<file path="src/rtl/surf_cin_scheduler_if.sv">
// surf_cin_scheduler_if: valid/ready command request bus feeding the CIN scheduler.
interface surf_cin_scheduler_if #(
  parameter int NREQ = 3
);
  logic [NREQ-1:0]    req_valid_i;
  logic [32*NREQ-1:0] req_data_i;
  logic [NREQ-1:0]    req_ready_o;
  modport master (output req_valid_i, req_data_i, input req_ready_o);
  modport slave  (input req_valid_i, req_data_i, output req_ready_o);
endinterface

</file>
<file path="src/rtl/surf_cin_scheduler.sv">
// surf_cin_scheduler: arbitrates requesters onto one CIN command word per 8-cycle
// serializer frame and drives the serializer sync/train controls.
module surf_cin_scheduler #(
  parameter int          NREQ     = 3,
  parameter logic [31:0] IDLE_CMD = 32'h0000_0000,
  parameter int          CNT_W    = 16
) (
  input  logic                 sysclk_i,
  input  logic                 rst_n_i,
  input  logic                 en_i,
  input  logic                 resync_i,
  input  logic                 train_req_i,
  surf_cin_scheduler_if.slave  req,
  output logic [31:0]          command_o,
  output logic                 train_o,
  output logic                 sync_o,
  output logic                 active_o,
  output logic [CNT_W-1:0]     cmd_count_o
);
  localparam int PW = $clog2(NREQ);
  typedef enum logic [1:0] {S_IDLE, S_SYNC, S_RUN, S_TRAIN} state_t;
  state_t            r_state;
  logic [2:0]        r_phase;
  logic [PW-1:0]     r_rr;
  logic [31:0]       r_cmd;
  logic              r_train, r_sync, r_active;
  logic [CNT_W-1:0]  r_cnt;
  logic              w_hit, w_slot, w_arb;
  logic [PW-1:0]     w_idx, w_cand;
  logic [31:0]       w_data;
  // Scan descends so the candidate closest to r_rr is written last and wins.
  always_comb begin
    w_hit  = 1'b0;
    w_idx  = '0;
    w_cand = '0;
    w_data = IDLE_CMD;
    for (int i = NREQ - 2; i >= 0; i--) begin
      w_cand = PW'((int'(r_rr) - 1 + i) % (NREQ - 1) + 1);
      if (req.req_valid_i[w_cand]) begin
        w_hit = 1'b1;
        w_idx = w_cand;
      end
    end
    if (req.req_valid_i[0]) begin
      w_hit = 1'b1;
      w_idx = '0;
    end
    for (int k = 0; k < NREQ; k++)
      if (w_idx == PW'(k)) w_data = req.req_data_i[32*k +: 32];
  end
  assign w_slot = (r_phase == 3'd6) && (r_state == S_RUN || r_state == S_TRAIN);
  assign w_arb  = w_slot && en_i && !resync_i && !train_req_i;
  assign req.req_ready_o = (w_arb && w_hit) ? (NREQ'(1) << w_idx) : '0;
  assign command_o   = r_cmd;
  assign train_o     = r_train;
  assign sync_o      = r_sync;
  assign active_o    = r_active;
  assign cmd_count_o = r_cnt;
  always_ff @(posedge sysclk_i or negedge rst_n_i) begin
    if (!rst_n_i) begin
      r_state  <= S_IDLE;
      r_phase  <= 3'd0;
      r_rr     <= PW'(1);
      r_cmd    <= IDLE_CMD;
      r_train  <= 1'b0;
      r_sync   <= 1'b0;
      r_active <= 1'b0;
      r_cnt    <= '0;
    end else begin
      r_phase <= r_sync ? 3'd1 : r_phase + 3'd1;
      r_sync  <= 1'b0;
      case (r_state)
        S_IDLE: if (en_i) begin
          r_state <= S_SYNC;
          r_sync  <= 1'b1;
        end
        S_SYNC: begin
          r_state  <= train_req_i ? S_TRAIN : S_RUN;
          r_active <= 1'b1;
        end
        default: if (w_slot && !en_i) begin
          r_state  <= S_IDLE;
          r_active <= 1'b0;
          r_cmd    <= IDLE_CMD;
          r_train  <= 1'b0;
        end else if (en_i && resync_i) begin
          r_state  <= S_SYNC;
          r_sync   <= 1'b1;
          r_active <= 1'b0;
        end else if (w_slot && train_req_i) begin
          r_state <= S_TRAIN;
          r_train <= 1'b1;
          r_cmd   <= IDLE_CMD;
        end else if (w_slot) begin
          r_state <= S_RUN;
          r_train <= 1'b0;
          r_cmd   <= w_hit ? w_data : IDLE_CMD;
          if (w_hit) r_cnt <= r_cnt + CNT_W'(1);
          if (w_hit && w_idx != '0) r_rr <= (w_idx == PW'(NREQ - 1)) ? PW'(1) : w_idx + PW'(1);
        end
      endcase
    end
  end
endmodule

</file>
<file path="src/flat_wrapper.sv">
// flat-port wrapper written by rule: the top's interface ports become plain ports
module surf_cin_scheduler_flat 
#(
  parameter int          NREQ     = 3,
  parameter logic [31:0] IDLE_CMD = 32'h0000_0000,
  parameter int          CNT_W    = 16
)
  (sysclk_i, rst_n_i, en_i, resync_i, train_req_i, command_o, train_o, sync_o, active_o, cmd_count_o, req_req_valid_i, req_req_data_i, req_req_ready_o);
  surf_cin_scheduler_if #(.NREQ(NREQ)) req_i ();
  input  logic sysclk_i;
  input  logic rst_n_i;
  input  logic en_i;
  input  logic resync_i;
  input  logic train_req_i;
  output logic [31:0] command_o;
  output logic train_o;
  output logic sync_o;
  output logic active_o;
  output logic [CNT_W-1:0] cmd_count_o;
  input wire logic [$bits(req_i.req_valid_i)-1:0] req_req_valid_i;
  input wire logic [$bits(req_i.req_data_i)-1:0] req_req_data_i;
  output wire logic [$bits(req_i.req_ready_o)-1:0] req_req_ready_o;
  assign req_i.req_valid_i = req_req_valid_i;
  assign req_i.req_data_i = req_req_data_i;
  assign req_req_ready_o = req_i.req_ready_o;
  surf_cin_scheduler #(.NREQ(NREQ), .IDLE_CMD(IDLE_CMD), .CNT_W(CNT_W)) u_core (.sysclk_i(sysclk_i), .rst_n_i(rst_n_i), .en_i(en_i), .resync_i(resync_i), .train_req_i(train_req_i), .req(req_i), .command_o(command_o), .train_o(train_o), .sync_o(sync_o), .active_o(active_o), .cmd_count_o(cmd_count_o));
endmodule
</file>
<file path="config.mk">
export PLATFORM = sky130hd
export DESIGN_NAME = surf_cin_scheduler_flat
export DESIGN_NICKNAME = d
export VERILOG_FILES = /design/src/rtl/surf_cin_scheduler_if.sv /design/src/rtl/surf_cin_scheduler.sv /design/src/flat_wrapper.sv
export SDC_FILE = /design/constraint.sdc
export NUM_CORES = 1
export LEC_CHECK = 0
export CORE_ASPECT_RATIO = 0.6
export CORE_MARGIN = 10
export CORE_UTILIZATION = 30
export DETAILED_ROUTE_END_ITERATION = 8
export HOLD_SLACK_MARGIN = 0.05
export PLACE_DENSITY = 0.74
export SETUP_SLACK_MARGIN = 0.02
export SLEW_MARGIN = 25
export SYNTH_ARGS = -nofsm -noshare
export SYNTH_HDL_FRONTEND = slang
export SYNTH_SLANG_ARGS = --single-unit
</file>
<file path="constraint.sdc">
create_clock -name sysclk_i -period 1.8 [get_ports sysclk_i]
set_input_delay 0.36 -clock sysclk_i [delete_from_list [all_inputs] [get_ports sysclk_i]]
set_output_delay 0.36 -clock sysclk_i [all_outputs]
set_load 0.02 [all_outputs]
</file>
* Word level (Yosys, flattened, before mapping)
Index checks and enable logic that the tools add are counted.
Storage, ports and cells: bits in registers 58, latch bits 0, bits in writable memories 0, memory bits (read-only) 0, input bits 104, output and inout bits 54, word-level logic and storage cells 97, memories 0
Cells by class: add/sub/neg operators 7, multiply operators 0, div/mod/pow operators 0, order comparisons 2, eq/ne operators 8, shifts and indexed selects 1, multiplexer cells 39, bitwise logic cells 7, reductions and logical operators 25
Operator list (count):
- 32-bit 2-to-1 mux | 8
- 2-bit 2-to-1 mux | 9
- 16-bit by 1-bit adder with 16-bit output, second input constant | 1
- 1-bit 2-to-1 mux | 15
- 6-bit AND reduction | 2
- 1-bit logical AND | 9
- 2-bit equality test, second input constant | 3
- 2-bit by 3-bit < comparator with 1-bit output, second input constant | 2
- 3-bit 2-to-1 mux | 2
- 3-bit nonzero test | 2
- 6-bit nonzero test | 1
- 1-bit inverter | 5
- 2-bit adder, second input constant | 2
- 3-bit by 2-bit adder with 4-bit output, second input constant | 1
- 1-bit binary-select mux with 2-bit select | 2
- 2-bit by 1-bit equality test with 1-bit output, second input constant | 2
- 2-bit zero test | 2
- 1-bit one-hot mux with 2 select lines | 2
- 2-bit one-hot mux with 2 select lines | 1
- 2-bit AND reduction | 2
- 3-bit by 1-bit adder with 3-bit output, second input constant | 1
- 3-bit equality test, second input constant | 1
- 1-bit zero test | 3
- 3-bit AND reduction | 1
- 9 further kinds | 10

* Logic depth before layout (Yosys ltp)
depth after elaboration 18, gate-level depth with buffers 7, gate-level depth less buffers 6

* Least setup slack after synthesis
No wires, ideal clock.
path type register to output, from register u_core.r_phase[0], to output req_req_ready_o[1], arrival 1.706 ns, data required time 1.440 ns, slack -0.266 ns, stages on the path, launching flop included 6, buffers on the path 0, cells stage by stage dfrtp_1 > inv_1 > ha_1 > nand3_2 > nor3_1 > nor3b_1
On the way: cells in the longest elaborated chain, start to end 7
Ends and longest elaborated chain:
- start, declared | line surf_cin_scheduler.sv:23 | logic [2:0] r_phase;
- start signal, assigned | line surf_cin_scheduler.sv:70 | r_phase <= r_sync ? 3'd1 : r_phase + 3'd1;
- 3-bit equality test | line surf_cin_scheduler.sv:51 | assign w_slot = (r_phase == 3'd6) && (r_state == S_RUN || r_state == S_TRAIN);
- 1-bit logical AND | line surf_cin_scheduler.sv:51
- 1-bit logical AND (3 in a row) | line surf_cin_scheduler.sv:52 | assign w_arb = w_slot && en_i && !resync_i && !train_req_i;
- 1-bit logical AND | line surf_cin_scheduler.sv:53 | assign req.req_ready_o = (w_arb && w_hit) ? (NREQ'(1) << w_idx) : '0;
- 3-bit 2-to-1 mux | line surf_cin_scheduler.sv:53
- end, declared | line flat_wrapper.sv:22 | output wire logic [$bits(req_i.req_ready_o)-1:0] req_req_ready_o;
Every way passes these cells.

* Final worst setup path
from register u_core.r_rr[0], to output req_req_ready_o[2]
On the way: cells in the longest elaborated chain, start to end 11, elaborated cells on any way between the ends 19, those cells by class 4 x add/sub; 1 x shift; 11 x mux; 2 x bitwise; 1 x reduce/logical
Ends and longest elaborated chain:
- start, declared | line surf_cin_scheduler.sv:24 | logic [PW-1:0] r_rr;
- start signal, assigned | line surf_cin_scheduler.sv:99 | if (w_hit && w_idx != '0) r_rr <= (w_idx == PW'(NREQ - 1)) ? PW'(1) : w_idx + PW'(1);
- 2-bit by 1-bit subtractor with 3-bit output (*) | line surf_cin_scheduler.sv:38 | w_cand = PW'((int'(r_rr) - 1 + i) % (NREQ - 1) + 1);
- 3-bit by 2-bit adder with 4-bit output | line surf_cin_scheduler.sv:38
- 1-bit AND (no line)
- 2-bit adder | line surf_cin_scheduler.sv:38
- 1-bit binary-select mux with 2-bit select | line surf_cin_scheduler.sv:39 | if (req.req_valid_i[w_cand]) begin
- 1-bit 2-to-1 mux (implied by the code) | line surf_cin_scheduler.sv:39
- 2-bit 2-to-1 mux or 1-bit 2-to-1 mux (tied branches) (2 in a row) | line surf_cin_scheduler.sv:39
- 2-bit 2-to-1 mux or 1-bit 2-to-1 mux (tied branches) | line surf_cin_scheduler.sv:44 | if (req.req_valid_i[0]) begin
- 1-bit by 2-bit << shifter with 3-bit output or 1-bit logical AND (tied branches) | line surf_cin_scheduler.sv:53
- 3-bit 2-to-1 mux (*) | line surf_cin_scheduler.sv:53
Every way passes the cells marked *; elsewhere a longest branch is shown, timed or not. The select of a mux whose other input is x is not followed.

==> results by group <==
Outcome
  • Outcome: finished, violations left
  • Failing checks: setup timing

Yosys
  • Yosys top cell by area: dfrtp_1
  • Yosys reg bits: 58
  • Top cells by area, synth: dfrtp_1, o221ai_1, o21a_1
  • Cell area after synthesis: 3310 µm²
  • Syn nets: 477
  • Yosys top cell area share: 43.1%
  • Share of synthesized registers carrying an async set or reset: 100%
  • Unique masters post-synth: 37
  • Cells after Synth: 370
  • Post-synth EDFFs: 0
  • Average cell area after synthesis: 8.95 µm²
  • Sequential area share after synthesis: 43.9%
  • Predominant post-synthesis flop cell: dfrtp_1
  • YS warnings: 0

Worst setup path
  • Slowest CP cell: dfstp_2
  • CP max stage delay: 0.57 ns
  • Critical path arrival: 1.57 ns
  • Worst-path cell chain: nor2b_4 -> o211ai_1 -> buf_4 -> nor3_2 -> buf_4
  • Nature of the critical path endpoint: output pin
  • Crit Path Max Fanout: 4
  • Setup CP Type: flip-flop to output pin
  • Setup slack, reg-to-reg: -0.12 ns
  • CP Data Required Time: 1.44 ns
  • Cell mode on critical path: buf_4
  • Startpoint class of the critical path: flip-flop

Power
  • Switching Share: 31.7%
  • Pleak: 0.00252 µW
  • Combinational Power Share: 36.7%
  • Cell internal pwr: 4200 µW
  • Clk pwr share: 32.5%
  • Net Sw Power: 1950 µW
  • Sequential Power Share: 30.8%
  • PwrDens: 1010 nW/µm²
  • Max rail drop VDD: 0.524 mV

CTS
  • CTS buffer count: 9
  • H-tree depth: 3
  • Clock Sinks: 58
  • Clock root buffer: clkbuf_16
  • Longest Clk Path Bufs: 2
  • Clock Latency Late Sink: 0.32 ns
  • Worst-path clk slew: 0.05 ns
  • CTS tree: built

Finish
  • Fill cells: 888
  • Most frequent cells in the layout: clkdlybuf4s50_1, dfrtp_1, nand2_1
  • Final instance area: 6080 µm²
  • Area Growth Syn to Fin: 83.7%
  • N_diodes: 0
  • Nets@finish: 658
  • Most common cell after layout, fill and taps aside: clkdlybuf4s50_1
  • Share of cells above drive strength 1: 22.2%
  • Final Util: 57.0%

Placed design
  • # port buffers: 157
  • RD Place Congestion: 0.872
  • Dpl ws: -0.760 ns
  • Post-DP Area: 5230 µm²
  • Hpwl dp: 9570 µm

Routing
  • First DRT Iteration DRCs: 232
  • Final ANT Viol Nets: 0
  • Total length of routed wires: 14200 µm
  • Routed len/inst: 20.5 µm
  • Via count: 3709
  • TritonRoute pass-1 iters: 4
  • DRC Markers: 0
  • Vias per cell: 5.34

Global routing
  • Initial antenna violation count: 0
  • Gr ovfl total: 0
  • Total Routing Usage GR: 17.7%
  • First-pass GRT wire length: 22200 µm
  • Largest net degree at the start of global routing: 59
  • Number of global-route vias before repair: 4067

Floorplanning
  • CORE AREA: 10700 µm²
  • DIE HEIGHT: 101 µm
  • Die Width: 156 µm
  • Ports: 158
  • Core Rows: 29
  • Starting density of the core: 31.0%
  • Full die area: 15800 µm²

Timing
  • Worst Clk Skew: 0.00721 ns
  • RSZ-0062 raised after global routing: yes
  • Tmin final: 1.93 ns
  • Worst-margin pin slew: 0.674 ns
  • Slew HR: 54.6%
  • Final critical-path share of the clock period: 107%
  • Final worst slack: -0.126 ns
  • Final Slew Violations: 0
  • Final setup TNS: -1.11 ns
  • Final setup viols: 41
  • Fmax: 519 MHz
  • Fin. Hold Viols: 0

Hold path
  • Worst hold path type: flip-flop to flip-flop

Run
  • Max-Cap Viols: 0
cells by family after synthesis:
logic type               Yosys count  share of synthesized area (%)
AO/OA/AOI/OAI                    112                           24.8
buffers and inverters             36                           5.63
XOR/XNOR                          16                           4.23
flip-flops                        58                           43.9
AND/OR/NAND/NOR                  144                           20.0
adder cells (fa/ha/maj)            3                           1.13
multiplexers                       1                          0.340
cell usage after synthesis (all sizes together), types with 3 or more instances:
library cell	count
nand3	8
dfrtp	57
ha	3
nand2b	3
and2	3
o21a	32
o211ai	3
o221ai	32
nor2	37
xnor2	15
nand4	8
inv	4
o21ai	38
buf	14
nand2	41
nor3	36
clkbuf	17
area by class of cell:
cell class | instances | area, µm² | area share [%]
Timing Repair Buffer | 201 | 2060 | 33.9
Multi-Input combinational cell | 276 | 2020 | 33.2
Sequential cell | 58 | 1450 | 23.9
Clock buffer | 11 | 253 | 4.15
Tap cell | 139 | 174 | 2.86
Clock inverter | 4 | 98.8 | 1.62
Inverter | 5 | 18.8 | 0.309
layer usage:
metal | track usage [%] | routed length, µm | share of wire [%] | vias to the layer above
li1 | - | - | - | 1716
met3 | 7.83 | 1700 | 12 | 24
met5 | 0 | 0 | 0 | -
met1 | 21.3 | 5890 | 41 | 1787
met4 | 5.66 | 197 | 1.4 | 0
met2 | 28.1 | 6460 | 45 | 182
worst max-delay path: cells and delay by family (launching register included):
kind	cells	cell delay (ns)
AO/OA/AOI/OAI	1	0.08
buffers and inverters	2	0.31
flip-flops	1	0.57
AND/OR/NAND/NOR	2	0.28
flip-flops by register name, summed over array words and instances (netlist names):
| register | count |
|---|---|
| u_core.r_rr | 2 |
| u_core.train_o | 1 |
| u_core.command_o | 32 |
| u_core.sync_o | 1 |
| u_core.r_state | 2 |
| u_core.cmd_count_o | 16 |
| u_core.active_o | 1 |
| u_core.r_phase | 3 |
path summary, 6_finish.rpt:
path                                       from                endpoint  cells after the start
max                              u_core.r_rr[0]      req_req_ready_o[2]                      5
min                        u_core.command_o[18]    u_core.command_o[18]                      2
max reg2reg                   u_core.r_phase[0]   u_core.cmd_count_o[1]                      9
min reg2reg                u_core.command_o[18]    u_core.command_o[18]                      2
max in group asynchronous               rst_n_i          u_core.r_rr[0]                      3
min in group asynchronous               rst_n_i  u_core.cmd_count_o[10]                      3
power by group through the flow:
stage	registers, µW	logic, µW	clock network, µW
after global placement	1880	2130	0
after floorplan	2240	588	0
after detailed placement	1900	2160	0
after global routing	1940	2450	2120
final	1890	2260	2000
after CTS	1880	2250	2040
repair_timing:
action | CTS | global route
pin swaps | 51 | 14
hold buffers | 1 | 0
setup endpoints to repair | 55 | 60
setup buffers | 8 | 2
cloned | 3 | 0
resized for setup | 91 | 24
endpoints found under the hold margin | 26 | 0
stage by stage:
step           hold slack [ns]  power (µW)  cells
2_1_floorplan           0.0644        2820    370
3_3_place_gp             0.388        4000    667
3_5_place_dp             0.394        4060    667
4_1_cts                  0.486        6180    694
5_1_grt                  0.494        6510    694
6_report                 0.480        6150    694
No activity file was read; power rests on OpenSTA's default activity.
